`config.mk`:
```
export PLATFORM = sky130hd
export DESIGN_NAME = or4_share_arbiter
export DESIGN_NICKNAME = d
export VERILOG_FILES = /design/src/rtl/or4_share_arbiter.sv
export SDC_FILE = /design/constraint.sdc
export NUM_CORES = 1
export LEC_CHECK = 0
export CAP_MARGIN = 20
export CORE_ASPECT_RATIO = 1.75
export CORE_UTILIZATION = 39
export DETAILED_ROUTE_END_ITERATION = 8
export GPL_TIMING_DRIVEN = 0
export PLACE_DENSITY = 0.86
export SLEW_MARGIN = 5
export SYNTH_ARGS = -nofsm -noshare
export SYNTH_HDL_FRONTEND = slang
export SYNTH_SLANG_ARGS = --single-unit
```
`constraint.sdc`:
```
create_clock -name CLK -period 1.98 [get_ports CLK]
set_input_delay 0.297 -clock CLK [delete_from_list [all_inputs] [get_ports CLK]]
set_output_delay 0.297 -clock CLK [all_outputs]
set_load 0.01 [all_outputs]
```
`src/rtl/or4_share_arbiter.sv`:
```
// Four requesters share one external 74x32 quad OR gate: round-robin grant, hold the
// operands for SETTLE_CYCLES, sample OR_Y once, then return the result with a valid/ready handshake.
module or4_share_arbiter #(
  parameter int unsigned SETTLE_CYCLES = 2
) (
  input  logic        CLK,
  input  logic        RST_N,
  input  logic [3:0]  REQ_VALID,
  input  logic [15:0] REQ_A,
  input  logic [15:0] REQ_B,
  output logic [3:0]  REQ_READY,
  output logic [3:0]  RSP_VALID,
  output logic [3:0]  RSP_Y,
  input  logic [3:0]  RSP_READY,
  output logic [3:0]  OR_A,
  output logic [3:0]  OR_B,
  input  logic [3:0]  OR_Y,
  output logic        BUSY,
  output logic [1:0]  GRANT_ID,
  output logic [1:0]  DBG_STATE
);

  // Handshakes: a transfer happens on a rising edge where valid and ready are both high.
  // REQ_READY is combinational from REQ_VALID in IDLE; RSP_VALID is held until RSP_READY[grant].

  typedef enum logic [1:0] {
    S_IDLE    = 2'd0,
    S_SETTLE  = 2'd1,
    S_RESPOND = 2'd2
  } state_t;

  localparam logic [3:0] LP_SETTLE = 4'(SETTLE_CYCLES);

  state_t      r_state;
  state_t      w_next;
  logic [3:0]  r_cnt;
  logic [1:0]  r_last;
  logic [1:0]  r_grant;
  logic [3:0]  r_or_a;
  logic [3:0]  r_or_b;
  logic [3:0]  r_rsp_y;
  logic [1:0]  w_grant;
  logic        w_found;
  logic        w_accept;
  logic        w_capture;
  logic        w_done;

  // Search starts one past the last completed grant so every requester gets a turn.
  always_comb begin
    w_grant = r_last;
    w_found = 1'b0;
    for (int k = 1; k <= 4; k++) begin
      if (!w_found && REQ_VALID[2'(r_last + 2'(k))]) begin
        w_grant = 2'(r_last + 2'(k));
        w_found = 1'b1;
      end
    end
  end

  assign w_accept  = (r_state == S_IDLE) && w_found;
  assign w_capture = (r_state == S_SETTLE) && (r_cnt == 4'd1);
  assign w_done    = (r_state == S_RESPOND) && RSP_READY[r_grant];

  always_ff @(posedge CLK or negedge RST_N) begin
    if (!RST_N) begin
      r_state <= S_IDLE;
    end else begin
      r_state <= w_next;
    end
  end

  always_comb begin
    w_next = r_state;
    case (r_state)
      S_IDLE:    if (w_accept)  w_next = S_SETTLE;
      S_SETTLE:  if (w_capture) w_next = S_RESPOND;
      S_RESPOND: if (w_done)    w_next = S_IDLE;
      default:                  w_next = S_IDLE;
    endcase
  end

  always_comb begin
    REQ_READY = 4'b0000;
    RSP_VALID = 4'b0000;
    if (w_accept && RST_N) REQ_READY = 4'b0001 << w_grant;
    if (r_state == S_RESPOND) RSP_VALID = 4'b0001 << r_grant;
    BUSY      = (r_state != S_IDLE);
    DBG_STATE = r_state;
  end

  // Operands stay on the gate after completion; only the next accept replaces them.
  always_ff @(posedge CLK or negedge RST_N) begin
    if (!RST_N) begin
      r_cnt   <= 4'd0;
      r_last  <= 2'd3;
      r_grant <= 2'd0;
      r_or_a  <= 4'd0;
      r_or_b  <= 4'd0;
      r_rsp_y <= 4'd0;
    end else begin
      if (w_accept) begin
        r_or_a  <= REQ_A[{w_grant, 2'b00} +: 4];
        r_or_b  <= REQ_B[{w_grant, 2'b00} +: 4];
        r_grant <= w_grant;
        r_cnt   <= LP_SETTLE;
      end else if (r_state == S_SETTLE) begin
        r_cnt <= r_cnt - 4'd1;
      end
      if (w_capture) r_rsp_y <= OR_Y;
      if (w_done)    r_last  <= r_grant;
    end
  end

  assign OR_A     = r_or_a;
  assign OR_B     = r_or_b;
  assign RSP_Y    = r_rsp_y;
  assign GRANT_ID = r_grant;

endmodule

```
==> flow_metrics.py, run 1 <==
metrics = {
    "critical_path": {
        "r2r-end": "OR_B[3]$_DFFE_PN0P_",
        "max_stage_delay_ns": 0.59,
        "crit_chain": "buf_4 -> nand2b_1 -> a21oi_1 -> nor3_2 -> nor2_1 -> buf_2",
        "r2r-start": "r_last[0]$_DFFE_PN1P_",
        "critPathSlowestCell": "dfstp_2",
        "path_class": "register to primary output",
        "r2r_setup_slack_ns": 0.05,
        "crit_required_ns": 1.68,
        "worstPathMaxFanout": 4,
        "cp_data_arrival_time_ns": 1.87,
        "ff2ff_path_depth": 5,
        "worstSetupStartpointType": "register",
        "endpoint_kind": "primary output",
    },
    "timing": {
        "slew_violations": 0,
        "setup_slack_ns": -0.183,
        "hold_violations": 0,
        "finClkSkew_ns": 0.00310,
        "finalCritPeriodShare": 1.09,
        "slew_headroom": 0.624,
        "fmax_mhz": 462,
        "tightestPinTransition_ns": 0.560,
        "setup_viol": 4,
        "min_period_ns": 2.16,
        "rsz0062_at_grt": "yes",
    },
    "finish": {
        "nFillCells": 224,
        "final_nets": 256,
        "area_growth_pct": 67.0,
        "instances_no_fill": 250,
        "diodes": 0,
        "seq_area_um2": 556,
        "multi_input_area_um2": 764,
        "drive_gt1_frac": 0.208,
        "stdcell_area_um2": 2220,
    },
    "global_routing": {
        "antenna_found_initial": 0,
        "grt_max_degree": 25,
        "first_global_vias": 1337,
        "grt_use_total": 0.235,
        "overflow": 0,
        "grt_first_pass_wirelength_mm": 6.18,
    },
    "synth": {
        "syn_nets": 174,
        "yosys_most_used_dff": "dfrtp_1",
        "synth_seq_cells": 22,
        "syn-cell-area_um2": 1330,
        "synth_warnings": 0,
        "avgSynthCellArea_um2": 10.6,
        "synth.area.top_cells": "dfrtp_1, mux2i_1, o2bb2ai_1, a21oi_1, dfstp_2",
        "seq_area_frac_synth": 0.416,
        "synth-adder-area-share": 0.0188,
        "yosys-top-cells-count": "dfrtp_1, mux2i_1, a21oi_1, nor2_1, o2bb2ai_1",
        "synthArstFlopShare": 1.00,
        "synth_xor_area_frac": 0.00659,
        "synth_top_family_by_area": "multiplexers",
        "synth_top_cell_by_area": "dfrtp_1",
        "ys_types": 35,
        "synth-simple-area-share": 0.178,
        "yosysMostFrequentCell": "dfrtp_1",
        "synth.area.mux_share": 0.203,
        "synth_edf_count": 0,
        "synthCells": 126,
        "synth_compound_area_frac": 0.136,
        "synth_top_area_frac": 0.376,
    },
    "die": {
        "die-height_um": 79.3,
        "io_pins": 71,
        "die-area_um2": 3660,
        "coreArea_um2": 3210,
        "num_rows": 27,
        "chipWidth_um": 46.1,
        "start_util": 0.414,
    },
    "clock_tree": {
        "numCtsBuffers": 3,
        "clock_sinks": 22,
        "htree_num_levels": 1,
        "cts_tree": "built",
        "clock-root-buffer": "clkbuf_8",
        "cts_hold_buf": 0,
        "clk_path_buf_depth": 2,
        "clk_latency_ns": 0.26,
        "clkTransAtPathRegs_ns": 0.08,
    },
    "run_status": {
        "violations": "setup timing",
        "outcome": "finished with violations",
    },
    "place": {
        "dp_cells": 239,
        "hpwlAfterDp_mm": 3.02,
        "dp_slack_ns": -0.811,
        "gp_congestion": 0.784,
        "dpl_cell_area_um2": 2080,
        "port_buffers": 70,
    },
    "drt": {
        "drt_wl_total_mm": 4.23,
        "first_pass_iters": 4,
        "final_antenna_net_count": 0,
        "viasPerCell": 5.40,
        "vias": 1351,
        "drc_errors": 0,
        "routedWlPerCell_um": 16.9,
        "drt_iter0_markers": 28,
    },
    "power_and_ir_drop": {
        "p_per_area_nw_per_um2": 1250,
        "p_clk_frac": 0.101,
        "switching_power_mw": 1.07,
        "power_mw": 2.79,
        "cellLeakagePower_nw": 0.937,
        "p_comb_frac": 0.576,
        "swShare": 0.383,
        "peakVddDrop_uv": 629,
        "p_int_mw": 1.72,
        "power.share.sequential": 0.323,
    },
    "run": {
        "cap_violations": 0,
    },
    "hold_path": {
        "hold_path.class": "input pin to async pin",
    },
}
metrics by stage:
stage / TNS, ns / hold slack [ns] / util
after global routing: -0.851 / 0.00753 / 0.692
final: -0.688 / 0.00991 / 0.692
after CTS: -0.639 / 0.378 / 0.681
after detailed placement: -4.43 / 0.500 / 0.650
after floorplan: 0 / 0.00141 / -
after global placement: -3.92 / 0.488 / 0.650
how the worst max path moves through the flow:
| stage | end | slack [ns] | cells after the start | from |
|---|---|---|---|---|
| 6_report | REQ_READY[1] | -0.18 | 6 | r_last[0]$_DFFE_PN1P_ |
| 3_5_place_dp | REQ_READY[3] | -0.81 | 4 | RST_N |
| 4_1_cts | REQ_READY[3] | -0.17 | 8 | r_last[1]$_DFFE_PN1P_ |
| 5_1_grt | REQ_READY[1] | -0.22 | 7 | r_last[0]$_DFFE_PN1P_ |
| 3_3_place_gp | REQ_READY[3] | -0.74 | 7 | REQ_VALID[0] |
| 2_1_floorplan | REQ_READY[0] | 0.11 | 6 | r_last[0]$_DFFE_PN1P_ |
power groups by stage:
stage | clock network (mW) | logic (mW) | registers [mW]
3_5_place_dp | 0 | 1.46 | 0.892
6_report | 0.281 | 1.60 | 0.899
4_1_cts | 0.288 | 1.58 | 0.887
5_1_grt | 0.307 | 1.72 | 0.921
2_1_floorplan | 0 | 0.786 | 0.918
3_3_place_gp | 0 | 1.39 | 0.873
critical path: cells and delay by family, from the launching register on:
| kind | cells | cell delay, ns |
|---|---|---|
| compound gates | 1 | 0.41 |
| buf+inv | 2 | 0.27 |
| flops | 1 | 0.59 |
| simple gates | 3 | 0.34 |
metal layers:
metal,routed length (um),global-route usage,share of wire,up-vias
li1,-,-,-,619
met1,1450,0.238,0.34,648
met2,2380,0.431,0.56,70
met3,267,0.0386,0.063,14
met4,119,0.115,0.028,0
met5,0,0,0,-
placed cells by master (no fill, tap or decap), types with 2 or more instances in the layout:
cell type	count
mux2_2	4
buf_2	4
o21ai_1	3
mux2i_1	18
dfstp_2	2
clkbuf_1	2
dfrtp_2	2
dlygate4sd2_1	4
nor2_2	2
nor3b_1	2
inv_1	3
nor3_1	2
clkdlybuf4s50_1	61
clkbuf_8	3
o2bb2ai_1	8
mux2_1	2
nand3_1	2
nand3_2	2
nor2b_2	2
dfrtp_1	18
nand2b_1	4
buf_4	6
buf_6	2
nor2_1	9
nand2_1	6
ha_1	2
a21oi_1	10
and2_4	2
registers in the layout, summed over array words and instances (netlist names):
register,count
DBG_STATE,2
r_cnt,4
RSP_Y,4
OR_B,4
OR_A,4
GRANT_ID,2
r_last,2
final cells by class:
type                            instances  area share
Multi-Input combinational cell         96       0.344
Timing Repair Buffer                   77       0.332
Sequential cell                        22       0.250
Tap cell                               43      0.0242
Buffer                                  4      0.0208
Clock buffer                            4      0.0203
Inverter                                4     0.00789
cell families after synthesis:
kind of cell    Yosys count
compound gates           26
xor+xnor                  1
fa+ha+maj                 2
buf+inv                   8
flops                    22
mux                      25
simple gates             42
what timing repair did:
item	in CTS	in global routing
resized for setup	31	7
buffers inserted	6	0
pin swaps	6	3
endpoints found under the setup margin	5	8
Power figures use the tool's default switching activity.
==> run 2: changes to the inputs <==
--- a/config.mk
+++ b/config.mk
@@ -5,8 +5,10 @@
 export SDC_FILE = /design/constraint.sdc
 export NUM_CORES = 1
 export LEC_CHECK = 0
+export ABC_CLOCK_PERIOD_IN_PS = 1980
 export CAP_MARGIN = 20
 export CORE_ASPECT_RATIO = 1.75
+export CORE_MARGIN = 2
 export CORE_UTILIZATION = 39
 export DETAILED_ROUTE_END_ITERATION = 8
 export GPL_TIMING_DRIVEN = 0
==> flow_metrics.py, run 2 (same netlist as run 1, synthesis figures left out) <==
metrics = {
    "clock_tree": {
        "numCtsBuffers": 3,
        "clock_sinks": 22,
        "htree_num_levels": 1,
        "cts_tree": "built",
        "clk_path_buf_depth": 2,
        "clkTransAtPathRegs_ns": 0.09,
        "clock-root-buffer": "clkbuf_8",
        "clk_latency_ns": 0.27,
        "cts_hold_buf": 0,
    },
    "drt": {
        "viasPerCell": 5.47,
        "drt_wl_total_mm": 5.06,
        "final_antenna_net_count": 0,
        "drt_iter0_markers": 34,
        "routedWlPerCell_um": 19.7,
        "vias": 1407,
        "drc_errors": 0,
        "first_pass_iters": 4,
    },
    "critical_path": {
        "worstSetupStartpointType": "register",
        "path_class": "register to primary output",
        "cp_data_arrival_time_ns": 1.90,
        "endpoint_kind": "primary output",
        "crit_required_ns": 1.68,
        "worstPathMaxFanout": 7,
    },
    "timing": {
        "slew_violations": 0,
        "finClkSkew_ns": 0.00689,
        "setup_viol": 12,
        "setup_slack_ns": -0.216,
        "rsz0062_at_grt": "yes",
        "hold_violations": 0,
        "fmax_mhz": 455,
        "slew_headroom": 0.559,
        "tightestPinTransition_ns": 0.660,
        "min_period_ns": 2.20,
        "finalCritPeriodShare": 1.11,
    },
    "finish": {
        "drive_gt1_frac": 0.269,
        "final_nets": 261,
        "fin_util": 0.713,
        "final_cell_mix": "clkdlybuf4s50_1, dfrtp_1, mux2i_1, buf_4, nor2_1",
        "diodes": 0,
        "stdcell_area_um2": 2370,
        "final_common_cell": "clkdlybuf4s50_1",
        "area_growth_pct": 78.4,
    },
    "power_and_ir_drop": {
        "power_mw": 3.14,
        "p_per_area_nw_per_um2": 1330,
        "peakVddDrop_uv": 725,
        "cellLeakagePower_nw": 1.02,
    },
    "place": {
        "gp_congestion": 0.867,
        "port_buffers": 70,
        "dpl_cell_area_um2": 2090,
        "hpwlAfterDp_mm": 3.26,
    },
    "die": {
        "chipWidth_um": 48.1,
        "coreArea_um2": 3330,
        "num_rows": 28,
        "die-height_um": 81.3,
        "start_util": 0.400,
        "die-area_um2": 3910,
        "io_pins": 71,
    },
    "hold_path": {
        "hold_path.class": "input pin to async pin",
    },
    "global_routing": {
        "antenna_found_initial": 0,
        "first_global_vias": 1400,
        "overflow": 0,
        "grt_use_total": 0.246,
        "grt_first_pass_wirelength_mm": 6.70,
        "grt_max_degree": 25,
    },
    "run": {
        "cap_violations": 0,
    },
    "run_status": {
        "violations": "setup timing",
        "outcome": "finished with violations",
    },
}
[run 2: area by class of cell]
cell class / count / area (um^2)
buffer: 3 / 31.3
clock buffer: 3 / 41.3
clock inverter: 1 / 30.0
fill: 213 / 956
inverter: 4 / 15.0
multi-input combinational: 96 / 831
sequential: 22 / 556
tap: 45 / 56.3
timing repair buffer: 83 / 812
[run 2: timing repair]
action                                  CTS  global route
endpoints found under the hold margin     0             0
pin swaps                                 8            11
buffers inserted                          8             5
endpoints found under the setup margin    5            15
resized for setup                        31            28
[run 2: critical path: stages (launching register included)]
cell     delay, ns
dfstp_2       0.66
mux2i_1       0.14
and2_4        0.19
or3_4         0.37
nor2_1        0.13
buf_2         0.14
[run 2: through the flow]
step | TNS, ns | instances | hold WS (ns) | setup WS, ns
3_5_place_dp | -4.64 | 241 | 0.496 | -0.781
4_1_cts | -0.555 | 253 | 0.374 | -0.157
6_report | -1.27 | 257 | 0.0193 | -0.216
5_1_grt | -1.61 | 257 | 0.0114 | -0.250
3_3_place_gp | -3.99 | 241 | 0.488 | -0.747
2_1_floorplan | 0 | 126 | 0.00141 | 0.110
[run 2: power breakdown]
group | leakage (nW) | switching, mW | internal (mW) | total [mW]
Combinational | 0.741 | 0.809 | 0.996 | 1.81
Sequential | 0.248 | 0.229 | 0.684 | 0.913
Clock | 0.0357 | 0.156 | 0.270 | 0.426
Total | 1.02 | 1.19 | 1.95 | 3.14
[run 2: final timing paths]
check / start / endpoint / slack [ns] / cells after the start
setup / recovery: r_last[1]$_DFFE_PN1P_ / REQ_READY[2] / -0.22 / 5
hold / removal: RST_N / OR_B[3]$_DFFE_PN0P_ / 0.02 / 1
setup reg to reg: r_last[1]$_DFFE_PN1P_ / OR_A[1]$_DFFE_PN0P_ / -0.10 / 5
hold reg to reg: DBG_STATE[1]$_DFFE_PN0P_ / DBG_STATE[0]$_DFFE_PN0P_ / 0.51 / 1
max in group asynchronous: RST_N / r_last[1]$_DFFE_PN1P_ / 1.45 / 2
min in group CLK: DBG_STATE[1]$_DFFE_PN0P_ / DBG_STATE[0]$_DFFE_PN0P_ / 0.51 / 1
[run 2: metal layers]
layer / vias up / GRT usage / routed length [um]
li1: 631 / - / -
met1: 673 / 0.276 / 1860
met2: 85 / 0.428 / 2640
met3: 18 / 0.0356 / 389
met4: 0 / 0.114 / 168
met5: - / 0 / 0
==> run 3: changes to the inputs <==
--- a/config.mk
+++ b/config.mk
@@ -5,13 +5,14 @@
 export SDC_FILE = /design/constraint.sdc
 export NUM_CORES = 1
 export LEC_CHECK = 0
-export ABC_CLOCK_PERIOD_IN_PS = 1980
+export ABC_CLOCK_PERIOD_IN_PS = 2200
 export CAP_MARGIN = 20
 export CORE_ASPECT_RATIO = 1.75
 export CORE_MARGIN = 2
 export CORE_UTILIZATION = 39
 export DETAILED_ROUTE_END_ITERATION = 8
 export GPL_TIMING_DRIVEN = 0
+export HOLD_SLACK_MARGIN = 0.02
 export PLACE_DENSITY = 0.86
 export SLEW_MARGIN = 5
 export SYNTH_ARGS = -nofsm -noshare
==> constraint.sdc (replaced) <==
create_clock -name CLK -period 2.2 [get_ports CLK]
set_input_delay 0.33 -clock CLK [delete_from_list [all_inputs] [get_ports CLK]]
set_output_delay 0.33 -clock CLK [all_outputs]
set_load 0.01 [all_outputs]
==> flow_metrics.py, run 3 (same netlist as run 1, synthesis figures left out) <==
metrics = {
    "power_and_ir_drop": {
        "swShare": 0.369,
        "p_comb_frac": 0.547,
        "power.share.sequential": 0.307,
        "cellLeakagePower_nw": 0.944,
        "p_per_area_nw_per_um2": 1160,
        "p_int_mw": 1.64,
        "p_clk_frac": 0.146,
        "switching_power_mw": 0.962,
        "peakVddDrop_uv": 666,
    },
    "timing": {
        "setup_viol": 0,
        "finalCritPeriodShare": 0.963,
        "finClkSkew_ns": 0.00110,
        "slew_violations": 0,
        "hold_violations": 0,
        "tns_ns": 0,
        "rsz0062_at_grt": "yes",
        "slew_headroom": 0.612,
        "fmax_mhz": 472,
        "min_period_ns": 2.12,
        "tightestPinTransition_ns": 0.580,
    },
    "place": {
        "hpwlAfterDp_mm": 3.26,
        "port_buffers": 70,
        "gp_congestion": 0.867,
        "dp_cells": 241,
    },
    "drt": {
        "drc_errors": 0,
        "first_pass_iters": 4,
        "final_antenna_net_count": 0,
        "drt_wl_total_mm": 4.53,
        "viasPerCell": 5.37,
        "drt_iter0_markers": 25,
        "routedWlPerCell_um": 17.8,
        "vias": 1369,
    },
    "die": {
        "coreArea_um2": 3330,
        "num_rows": 28,
        "io_pins": 71,
        "chipWidth_um": 48.1,
        "die-area_um2": 3910,
        "start_util": 0.400,
        "die-height_um": 81.3,
    },
    "finish": {
        "final_common_cell": "clkdlybuf4s50_1",
        "instances_no_fill": 255,
        "area_growth_pct": 68.5,
        "seq_area_um2": 553,
        "drive_gt1_frac": 0.195,
        "final_cell_mix": "clkdlybuf4s50_1, dfrtp_1, mux2i_1",
        "nFillCells": 241,
        "multi_input_area_um2": 754,
        "final_nets": 259,
        "diodes": 0,
    },
    "clock_tree": {
        "clock-root-buffer": "clkbuf_8",
        "clock_sinks": 22,
        "numCtsBuffers": 3,
        "cts_tree": "built",
        "htree_num_levels": 1,
        "clk_path_buf_depth": 2,
        "clkTransAtPathRegs_ns": 0.08,
        "clk_latency_ns": 0.26,
    },
    "critical_path": {
        "ff2ff_path_depth": 8,
        "r2r_setup_slack_ns": 0.11,
        "path_class": "register to primary output",
        "worstSetupStartpointType": "register",
        "crit_required_ns": 1.87,
        "critPathLaunch": "r_last[0]$_DFFE_PN1P_",
        "worstPathMaxFanout": 3,
        "endpoint_kind": "primary output",
        "cp_data_arrival_time_ns": 1.79,
        "r2r-end": "OR_B[1]$_DFFE_PN0P_",
        "r2r-start": "r_last[0]$_DFFE_PN1P_",
    },
    "global_routing": {
        "overflow": 0,
        "grt_first_pass_wirelength_mm": 6.45,
        "grt_max_degree": 25,
        "first_global_vias": 1394,
        "antenna_found_initial": 0,
        "grt_use_total": 0.234,
    },
    "run_status": {
        "outcome": "finished, final reports clean",
    },
    "hold_path": {
        "hold_path.class": "input pin to async pin",
    },
    "run": {
        "cap_violations": 0,
    },
}
## run 3: changes by cell type in the layout (fill, tap and decap cells not counted), moves of 3 or more
cell,before,now
clkdlybuf4s50_1,57,61
mux2i_1,13,18
dlymetal6s2s_1,3,0
mux2i_2,4,0
## run 3: through the flow
stage / setup WS, ns / area, um^2 / utilization / hold WS [ns] / power (mW)
after detailed placement: -0.627 / 2090 / 0.627 / 0.496 / 2.12
final: 0.0808 / 2240 / 0.673 / 0.199 / 2.61
after CTS: 0.0337 / 2210 / 0.663 / 0.356 / 2.57
after global placement: -0.593 / 2090 / 0.627 / 0.488 / 2.04
after global routing: -0.0113 / 2240 / 0.673 / 0.213 / 2.78
after floorplan: 0.297 / 1330 / - / 0.0344 / 1.53
## run 3: how the worst max path moves through the flow
stage | to | slack, ns
after floorplan | REQ_READY[0] | 0.30
after global placement | REQ_READY[3] | -0.59
after detailed placement | REQ_READY[1] | -0.63
after CTS | REQ_READY[3] | 0.03
after global routing | REQ_READY[1] | -0.01
final | REQ_READY[2] | 0.08
## run 3: area by class of cell
class / count / area share
Timing Repair Buffer: 82 / 0.346
Multi-Input combinational cell: 96 / 0.337
Sequential cell: 22 / 0.247
Tap cell: 45 / 0.0251
Clock buffer: 3 / 0.0184
Clock inverter: 1 / 0.0134
Buffer: 2 / 0.00670
Inverter: 4 / 0.00670
## run 3: power groups by stage
stage               Combinational [mW]  Sequential (mW)  Clock (mW)
finish                            1.43            0.801       0.381
CTS                               1.39            0.790       0.388
global placement                  1.26            0.782           0
detailed placement                1.32            0.801           0
global route                      1.54            0.821       0.411
floorplan                        0.708            0.826           0
## run 3: critical path, cell delays in order, from the launching register on
cell and delay [ns]:
dfstp_2 0.55, and3b_4 0.22, buf_4 0.15, or3_4 0.39, nor2_2 0.09, buf_2 0.13
## run 3: metal layers
layer / global-route usage / vias to the layer above / routed length [um]
met5: 0 / - / 0
met4: 0.111 / 0 / 130
met3: 0.0422 / 14 / 258
met2: 0.408 / 60 / 2460
met1: 0.252 / 663 / 1690
li1: - / 632 / -
## run 3: repair_timing
item                       in CTS  in global routing
pin swaps                       4                  2
hold endpoints to repair        0                  2
setup endpoints to repair       4                  4
hold buffers                    0                  1
setup buffers                  10                  0
gates resized for setup        27                  5
